===== src/rtl/arith_pkg.sv =====
// arith_pkg
// Shared definitions for the sequential arithmetic units (multiply-add and
// the pipelined divider).
//   state_t       : control states of the iterative multiply-add unit
//   REP_SIGNED /
//   REP_UNSIGNED  : operand representation names used as parameter values
//   abs_mag()     : magnitude and sign of a two's complement or unsigned value
package arith_pkg;

  typedef enum logic [1:0] {
    IDLE,
    MUL,
    FIX,
    DONE
  } state_t;

  localparam string REP_SIGNED   = "SIGNED";
  localparam string REP_UNSIGNED = "UNSIGNED";

  // value holds a width-bit operand zero-extended to 64 bits (width <= 64).
  // The returned magnitude is meaningful in its low width bits; the caller
  // truncates. The most-negative value maps to 2^(width-1), which still fits
  // as an unsigned width-bit number.
  function automatic logic [63:0] abs_mag(input logic [63:0] value,
                                          input int unsigned width,
                                          input logic is_signed,
                                          output logic sign);
    sign = is_signed && value[6'(width - 1)];
    return sign ? (~value + 64'd1) : value;
  endfunction

endpackage


===== src/rtl/seq_mult_add_if.sv =====
// seq_mult_add_if
// Operand/result handshake bundle of the multiply-add unit.
//   in_valid/in_ready   : operand handshake (a, b, addend)
//   out_valid/out_ready : result handshake (result)
// master = producer/consumer side, slave = the arithmetic unit.
interface seq_mult_add_if #(
  parameter int WIDTHA = 16,
  parameter int WIDTHB = 16
);
  logic                     in_valid;
  logic                     in_ready;
  logic [WIDTHA-1:0]        a;
  logic [WIDTHB-1:0]        b;
  logic [WIDTHA+WIDTHB-1:0] addend;
  logic                     out_valid;
  logic                     out_ready;
  logic [WIDTHA+WIDTHB-1:0] result;

  modport master (
    output in_valid, a, b, addend, out_ready,
    input  in_ready, out_valid, result
  );

  modport slave (
    input  in_valid, a, b, addend, out_ready,
    output in_ready, out_valid, result
  );
endinterface


===== src/rtl/seq_mult_add_datapath.sv =====
// seq_mult_add_datapath
// Shift-and-add datapath of the multiply-add unit.
//   clock, reset : clock and synchronous active-high reset
//   load         : capture magnitudes, sign and addend; clear accumulator
//   step         : one radix-2 iteration
//   fix          : apply sign and add the addend into result
//   mag_a, mag_b : operand magnitudes
//   sign, addend : product sign and addend captured on load
//   last         : current step is the final iteration
//   result       : registered final value
module seq_mult_add_datapath #(
  parameter int WIDTHA = 16,
  parameter int WIDTHB = 16
) (
  input  logic                     clock,
  input  logic                     reset,
  input  logic                     load,
  input  logic                     step,
  input  logic                     fix,
  input  logic [WIDTHA-1:0]        mag_a,
  input  logic [WIDTHB-1:0]        mag_b,
  input  logic                     sign,
  input  logic [WIDTHA+WIDTHB-1:0] addend,
  output logic                     last,
  output logic [WIDTHA+WIDTHB-1:0] result
);
  localparam int W  = WIDTHA + WIDTHB;
  localparam int CW = $clog2(WIDTHB + 1);

  logic [WIDTHA-1:0] a_reg;
  logic [WIDTHB-1:0] b_reg;
  logic [W-1:0]      acc_reg;
  logic [W-1:0]      addend_reg;
  logic [CW-1:0]     count_reg;
  logic              sign_reg;
  logic [W-1:0]      result_reg;

  assign last   = (count_reg == CW'(WIDTHB - 1));
  assign result = result_reg;

  always_ff @(posedge clock) begin
    if (reset) begin
      a_reg      <= '0;
      b_reg      <= '0;
      acc_reg    <= '0;
      addend_reg <= '0;
      count_reg  <= '0;
      sign_reg   <= 1'b0;
      result_reg <= '0;
    end else begin
      if (load) begin
        a_reg      <= mag_a;
        b_reg      <= mag_b;
        sign_reg   <= sign;
        addend_reg <= addend;
        acc_reg    <= '0;
        count_reg  <= '0;
      end else if (step) begin
        // The product bits never exceed W, so the shifted partial fits.
        if (b_reg[0]) begin
          acc_reg <= acc_reg + (W'(a_reg) << count_reg);
        end
        b_reg     <= b_reg >> 1;
        count_reg <= count_reg + CW'(1);
      end
      if (fix) begin
        result_reg <= (sign_reg ? (~acc_reg + W'(1)) : acc_reg) + addend_reg;
      end
    end
  end
endmodule


===== src/rtl/seq_mult_add.sv =====
// seq_mult_add
// Iterative radix-2 multiply-add: result = (a*b + addend) mod 2^(WIDTHA+WIDTHB).
// Operands may independently be signed (two's complement) or unsigned.
//   clock : rising-edge clock
//   reset : synchronous active-high reset
//   bus   : slave side of seq_mult_add_if (operand and result handshakes)
// One operation in flight; output valid WIDTHB+1 edges after the accept edge.
module seq_mult_add
  import arith_pkg::*;
#(
  parameter int    WIDTHA          = 16,
  parameter int    WIDTHB          = 16,
  parameter string AREPRESENTATION = "UNSIGNED",
  parameter string BREPRESENTATION = "UNSIGNED"
) (
  input logic          clock,
  input logic          reset,
  seq_mult_add_if.slave bus
);
  localparam bit A_SIGNED = (AREPRESENTATION == REP_SIGNED);
  localparam bit B_SIGNED = (BREPRESENTATION == REP_SIGNED);

  state_t            state;
  logic              out_valid_reg;
  logic [WIDTHA-1:0] mag_a;
  logic [WIDTHB-1:0] mag_b;
  logic              sign_a;
  logic              sign_b;
  logic              accept;
  logic              last;

  always_comb begin
    sign_a = 1'b0;
    sign_b = 1'b0;
    mag_a  = WIDTHA'(abs_mag(64'(bus.a), WIDTHA, A_SIGNED, sign_a));
    mag_b  = WIDTHB'(abs_mag(64'(bus.b), WIDTHB, B_SIGNED, sign_b));
  end

  assign accept        = bus.in_valid && (state == IDLE);
  assign bus.in_ready  = (state == IDLE);
  assign bus.out_valid = out_valid_reg;

  always_ff @(posedge clock) begin
    if (reset) begin
      state         <= IDLE;
      out_valid_reg <= 1'b0;
    end else begin
      case (state)
        IDLE: if (bus.in_valid) state <= MUL;
        MUL:  if (last) state <= FIX;
        FIX: begin
          state         <= DONE;
          out_valid_reg <= 1'b1;
        end
        DONE: begin
          // Returning to IDLE first keeps in->out free of combinational paths.
          if (bus.out_ready) begin
            state         <= IDLE;
            out_valid_reg <= 1'b0;
          end
        end
        default: state <= IDLE;
      endcase
    end
  end

  seq_mult_add_datapath #(
    .WIDTHA(WIDTHA),
    .WIDTHB(WIDTHB)
  ) u_datapath (
    .clock (clock),
    .reset (reset),
    .load  (accept),
    .step  (state == MUL),
    .fix   (state == FIX),
    .mag_a (mag_a),
    .mag_b (mag_b),
    .sign  (sign_a ^ sign_b),
    .addend(bus.addend),
    .last  (last),
    .result(bus.result)
  );
endmodule


===== src/flat_wrapper.sv =====
// flat-port wrapper written by rule: the top's interface ports become plain ports
module seq_mult_add_flat import arith_pkg::*;
#(
  parameter int    WIDTHA          = 16,
  parameter int    WIDTHB          = 16,
  parameter string AREPRESENTATION = "        ",
  parameter string BREPRESENTATION = "        "
)
  (clock, reset, bus_in_valid, bus_a, bus_b, bus_addend, bus_out_ready, bus_in_ready, bus_out_valid, bus_result);
  seq_mult_add_if #(.WIDTHA(WIDTHA), .WIDTHB(WIDTHB)) bus_i ();
  input logic clock;
  input logic reset;
  input wire logic [$bits(bus_i.in_valid)-1:0] bus_in_valid;
  input wire logic [$bits(bus_i.a)-1:0] bus_a;
  input wire logic [$bits(bus_i.b)-1:0] bus_b;
  input wire logic [$bits(bus_i.addend)-1:0] bus_addend;
  input wire logic [$bits(bus_i.out_ready)-1:0] bus_out_ready;
  output wire logic [$bits(bus_i.in_ready)-1:0] bus_in_ready;
  output wire logic [$bits(bus_i.out_valid)-1:0] bus_out_valid;
  output wire logic [$bits(bus_i.result)-1:0] bus_result;
  assign bus_i.in_valid = bus_in_valid;
  assign bus_i.a = bus_a;
  assign bus_i.b = bus_b;
  assign bus_i.addend = bus_addend;
  assign bus_i.out_ready = bus_out_ready;
  assign bus_in_ready = bus_i.in_ready;
  assign bus_out_valid = bus_i.out_valid;
  assign bus_result = bus_i.result;
  seq_mult_add #(.WIDTHA(WIDTHA), .WIDTHB(WIDTHB), .AREPRESENTATION(AREPRESENTATION), .BREPRESENTATION(BREPRESENTATION)) u_core (.clock(clock), .reset(reset), .bus(bus_i));
endmodule

===== config.mk =====
export PLATFORM = sky130hd
export DESIGN_NAME = seq_mult_add_flat
export DESIGN_NICKNAME = d
export VERILOG_FILES = /design/src/rtl/arith_pkg.sv /design/src/rtl/seq_mult_add_if.sv /design/src/rtl/seq_mult_add_datapath.sv /design/src/rtl/seq_mult_add.sv /design/src/flat_wrapper.sv
export SDC_FILE = /design/constraint.sdc
export NUM_CORES = 1
export LEC_CHECK = 0
export BUFFER_PORTS_ARGS = -buffer_cell sky130_fd_sc_hd__buf_2
export CORE_ASPECT_RATIO = 0.8
export CORE_MARGIN = 3
export CORE_UTILIZATION = 25
export CTS_BUF_LIST = sky130_fd_sc_hd__clkbuf_8
export DETAILED_ROUTE_END_ITERATION = 10
export REMOVE_ABC_BUFFERS = 1
export SKIP_LAST_GASP = 1
export SYNTH_ARGS = -nofsm -noshare
export SYNTH_HDL_FRONTEND = slang
export SYNTH_SLANG_ARGS = --single-unit

===== constraint.sdc =====
create_clock -name clock -period 4.2 [get_ports clock]
set_input_delay 0.84 -clock clock [delete_from_list [all_inputs] [get_ports clock]]
set_output_delay 0.84 -clock clock [all_outputs]
set_load 0.05 [all_outputs]

==> summary.txt, run 1 <==
Outcome: complete, no violations
WL/cell: 15.0 um
Crit-path slowest cell: dfxtp_4
Vias in the first global route: 7670
Routed WL: 25.8 mm
CTS tree: yes
Final nets: 1368
Via density: 4.77
# IOs: 102
Critical R2R Capture: u_core.u_datapath.acc_reg[29]
Post-synth EDFFs: 0
Register area: 2730 um^2
Multi-input gate area in the final layout: 5970 um^2
Layout area overhead: 17.2%
Share of layout cells above drive strength 1: 16.3%
Initial antenna violation count: 0
Hold path start: u_core.u_datapath.addend_reg[2]
Final Instance Area: 10500 um^2
Number of placement rows: 61
Syn Std Cell Area: 8970 um^2
Nature of the critical path startpoint: register
R2R Path Start: u_core.u_datapath.count_reg[1]
Clock Skews: 16.7 ps
Maximum vdd drop: 254 uV
Yosys warning total: 0
DP Worst Slack: -28.8 ps
Leak pwr: 4.40 nW
Die height: 175 um
DRC Markers: 0
Vias: 8175
Buffers & Inverters on Critical Path: 2
Delay-heaviest family, CP: compound AO/OA/AOI/OAI gates
CP cell instances: buf_12 -> mux2i_1 -> a21oi_1 -> mux2i_1 -> nor2_1 -> ha_1 -> o21a_1 -> o21ai_0 -> nor4b_2 -> a21oi_2 -> buf_4 -> o311ai_1 -> o211ai_1 -> xnor2_1 -> nand2_1 -> a21oi_1
R2R cell count: 16
Port Buf Inserts: 101
Final worst path period need: 3930 ps
#FFs+latches synth: 136
DP Cell Count: 1681
Uppermost routed layer: met4
Worst Hold Depth: 2
Cell Pwr Density: 438 nW/um^2
Critical path required time: 4620 ps
Met3 wire length: 1.18 mm
Post-layout util: 30.0%
HP Class: reg -> reg
FILL cells: 3827
Slowest Stage Delay on Critical Path: 430 ps
Count leader, synth: nand2_1
Post-route insts no fill: 1715
Setup TNS: 0 ps
Setup repair after global routing missed its margin: true
GR Util All Layers: 13.4%
Post-synthesis sequential area ratio: 30.3%
Fin. max-slew vios: 0
DRT met1 WL: 13.8 mm
CP arrival: 4360 ps
Dpl cell area: 10100 um^2
Relative slew slack: 26.2%
Starting Density: 25.6%
Worst-path clk slew: 90 ps
Worst skew pair latency: 490 ps
Synth Flop Type: dfxtp_1
Inserted Clock Buffers: 17
Async S/R FF share, synth: 0%
Syn Area/Cell: 7.86 um^2
ANT nets after route: 0
Routability-driven placement congestion ratio: 0.883
Final setup vio count: 0
Synth top area cells: dfxtp_1, ha_1, nand2_1
Count of cell types in the netlist: 60
Detailed Place HPWL: 19.6 mm
Worst Hold End: u_core.u_datapath.addend_reg[2]
DRT iter0 DRCs: 557
Antenna diode count: 0
Metal2 WL: 10.4 mm
Core area: 35100 um^2
Critical path class: reg -> reg
Post-route setup slack: 267 ps
Most frequent cells after synthesis: nand2_1, dfxtp_1, a21oi_1, nor2_1, ha_1
Peak Freq: 0.254 GHz
Max FO, Critical Path: 14
Max-cap violations: 0
Final hold violations: 0
Synth area leader: dfxtp_1
Reg2Reg Setup Slack: 270 ps
Router iterations before antenna repair: 5
Root Driver: clkbuf_8
Die X: 218 um
Final worst-path cycle share: 93.6%
Worst Max-Slew Pin Slew: 1100 ps
Fin Hold WS: 458 ps
Synth Instances: 1142
Share of Yosys cell area claimed by the top area cell type: 30.3%
Clock sinks: 136
Pin count of the biggest net entering global routing: 80
Gr ovfl total: 0
Tot Pwr: 4.61 mW
CP Capture Type: register
# H-tree levels: 4
Die ar.: 38200 um^2
Hold buffer count at CTS: 0
First-pass GRT wire length: 40.7 mm
Maximum root-to-sink buffer count: 2
report_power, final:
| group | switching (mW) | internal [mW] | total (mW) |
|---|---|---|---|
| Combinational | 1.24 | 0.701 | 1.94 |
| Clock | 0.574 | 0.482 | 1.06 |
| Sequential | 0.130 | 1.48 | 1.61 |
| Total | 1.95 | 2.66 | 4.61 |
worst register-to-register path, delay by kind of cell (launching register included):
| family | cells | cell delay (ps) |
|---|---|---|
| AO/OA/AOI/OAI | 7 | 1370 |
| multiplexers | 2 | 620 |
| AND/OR/NAND/NOR | 3 | 600 |
| flip-flops | 1 | 430 |
| adder cells (fa/ha/maj) | 1 | 350 |
| buffers and inverters | 2 | 330 |
| XOR/XNOR | 1 | 160 |
how the worst max path moves through the flow:
stage,start,endpoint,slack [ps],cells past startpoint
floorplan,u_core.u_datapath.count_reg[1],u_core.u_datapath.acc_reg[26],20,17
global placement,u_core.u_datapath.count_reg[1],u_core.u_datapath.acc_reg[30],100,17
detailed placement,u_core.u_datapath.count_reg[1],u_core.u_datapath.acc_reg[26],-30,17
CTS,u_core.u_datapath.count_reg[1],u_core.u_datapath.acc_reg[26],70,17
global route,u_core.u_datapath.count_reg[1],u_core.u_datapath.acc_reg[26],-20,17
finish,u_core.u_datapath.count_reg[1],u_core.u_datapath.acc_reg[29],270,16
metal layers:
layer | up-vias | track usage (%)
met4 | 0 | 4.16
met5 | - | 0
met1 | 3726 | 20.1
met2 | 186 | 19.1
met3 | 21 | 2.77
li1 | 4242 | -
logic make-up (layout without fill, tap and decap cells):
family / Yosys count / count (layout) / share of synthesized area [%]
and+or+nand+nor: 382 / 382 / 18.6
AOI/OAI and AO/OA: 332 / 332 / 22.9
DFF: 136 / 136 / 30.3
buffers and inverters: 87 / 188 / 3.68
muxes: 76 / 76 / 8.78
adders and majority gates: 70 / 70 / 9.93
xor gates and xnor gates: 59 / 59 / 5.76
area by class of cell:
cell class                      instances  area share [%]
Sequential cell                       136            25.9
Tap cell                              472            5.61
Timing Repair Buffer                  136            7.44
Multi-Input combinational cell        919            56.7
Clock buffer                           18            2.35
Clock inverter                         14            1.21
Inverter                               20           0.714
placed cells by master, fill, tap and decap left out, types with 22 or more instances in the layout:
cell,n
a21o_1,31
nand2_1,190
mux2i_1,62
buf_4,35
ha_1,66
o21ai_0,43
nor2_1,102
a21oi_1,133
xnor2_1,37
buf_2,100
dfxtp_1,135
a211oi_1,29
xor2_1,22
timing repair:
action,CTS,global route
setup endpoints to repair,3,9
gates resized for setup,1,11
pin swaps,0,1
buffers inserted,0,2
Note: power is estimated with default switching activity, not from simulation.
==> run 2, diff against run 1 <==
Clock period 4.2 ns to 4.4 ns, I/O delays scaled along.
==> summary.txt, run 2 (synthesis gave the netlist of run 1 again) <==
Outcome: complete, no violations
Crit-path slowest cell: dfxtp_4
Final worst path period need: 4070 ps
Inserted Clock Buffers: 17
GR Util All Layers: 13.4%
Root Driver: clkbuf_8
Setup repair after global routing missed its margin: false
Peak Freq: 0.246 GHz
Clock power share: 22.6%
Multi-input gate area in the final layout: 5940 um^2
# IOs: 102
Relative slew slack: 27.8%
Number of placement rows: 61
Slowest Stage Delay on Critical Path: 430 ps
Layout area overhead: 16.2%
Via density: 4.74
ANT nets after route: 0
Max-cap violations: 0
Maximum vdd drop: 166 uV
Tot Pwr: 4.36 mW
WL/cell: 14.8 um
First-pass GRT wire length: 40.9 mm
Die ar.: 38200 um^2
DRT iter0 DRCs: 591
Postcts setup bufs: 0
Worst skew pair latency: 490 ps
CP Capture Type: register
Buffers & Inverters on Critical Path: 1
Commonest non-fill, non-tap cell in the layout: nand2_1
Psw: 1.88 mW
Post_cts resized: 0
Share of layout cells above drive strength 1: 15.5%
R2R Path Start: u_core.u_datapath.count_reg[1]
Power share of the combinational group: 41.9%
Post-route setup slack: 330 ps
Clock sinks: 136
Final Instance Area: 10400 um^2
Hold path start: u_core.u_datapath.addend_reg[3]
Critical path class: reg -> reg
Nature of the critical path startpoint: register
Max FO, Critical Path: 11
Crit path from: u_core.u_datapath.count_reg[1]
Starting Density: 25.6%
Router iterations before antenna repair: 5
Cell Pwr Density: 418 nW/um^2
Routed WL: 25.3 mm
# H-tree levels: 4
Most frequent cells in the layout: nand2_1, dfxtp_1, a21oi_1
Core area: 35100 um^2
Pint: 2.47 mW
Detailed Place HPWL: 19.3 mm
FILL cells: 3830
DRC Markers: 0
CTS tree: yes
Part of the power in registers: 35.5%
Routability-driven placement congestion ratio: 0.888
Worst-path clk slew: 90 ps
Final setup vio count: 0
Initial antenna violation count: 0
Leak pwr: 4.36 nW
CP cell instances: buf_4 -> mux2i_1 -> nand2_1 -> o31a_1 -> mux2i_1 -> o22ai_1 -> ha_1 -> a21o_1 -> o21bai_1 -> a221o_1 -> a31oi_1 -> o21a_1 -> o21ai_1 -> a21oi_1 -> xnor2_1 -> or3_1 -> a21oi_1
Vias: 8084
Final hold violations: 0
Final nets: 1360
Hold buffer count at CTS: 0
DP Worst Slack: 108 ps
Clock Skews: 15.2 ps
Fin. max-slew vios: 0
Critical path required time: 4830 ps
Die height: 175 um
CP arrival: 4500 ps
Port Buf Inserts: 101
Worst Max-Slew Pin Slew: 1080 ps
Gr ovfl total: 0
Switching Share: 43.3%
Die X: 218 um
Dpl cell area: 10000 um^2
Antenna diode count: 0
Pin count of the biggest net entering global routing: 58
Vias in the first global route: 7601
HP Class: reg -> reg
Final worst-path cycle share: 92.5%
Setup TNS: 0 ps
Register area: 2730 um^2
Delay-heaviest family, CP: compound AO/OA/AOI/OAI gates
Maximum root-to-sink buffer count: 2
run 2: cell count changes in the layout (fill, tap and decap cells not counted), sizes merged:
| cell | before | now |
|---|---|---|
| inv | 20 | 29 |
| bufinv | 1 | 0 |
| clkbuf | 18 | 17 |
| buf | 136 | 128 |
| clkinvlp | 7 | 4 |
| clkinv | 6 | 2 |
run 2: stage by stage:
stage          std cells  util (%)  hold slack, ps
6_report            1707      29.7             463
5_1_grt             1707      29.7             485
4_1_cts             1707      29.6             468
3_5_place_dp        1675      28.6             457
3_3_place_gp        1675      28.6             451
2_1_floorplan       1075         -             434
run 2: area by class of cell:
type	count	share of cell area, %
Sequential cell	136	26.2
Inverter	20	0.720
Tap cell	472	5.66
Timing Repair Buffer	128	6.94
Multi-Input combinational cell	919	57.0
Clock inverter	15	1.26
Clock buffer	17	2.24
run 2: routing by layer:
metal	up-vias	GRT usage [%]	wire, um
li1	4216	-	-
met1	3658	20.3	13600
met2	191	18.7	10100
met3	19	3.44	1360
met4	0	3.18	261
met5	-	0	0
run 2: worst min-delay path, delay by kind of cell (launching register included):
kind	cells	cell delay, ps
flip-flops	1	320
AND/OR/NAND/NOR	1	50
AO/OA/AOI/OAI	1	50
run 2: path summary, 6_finish.rpt:
check                               endpoint  slack, ps  cells after the start
max            u_core.u_datapath.acc_reg[31]        330                     17
min          u_core.u_datapath.addend_reg[3]        460                      2
max reg2reg    u_core.u_datapath.acc_reg[31]        330                     17
min reg2reg  u_core.u_datapath.addend_reg[3]        460                      2
run 2: power groups by stage:
stage / sequential (mW) / combinational [mW] / clock (mW)
CTS: 1.55 / 1.84 / 1.04
finish: 1.55 / 1.82 / 0.985
global route: 1.57 / 2.03 / 1.09
detailed placement: 1.58 / 1.83 / 0
global placement: 1.57 / 1.81 / 0
floorplan: 1.65 / 1.20 / 0
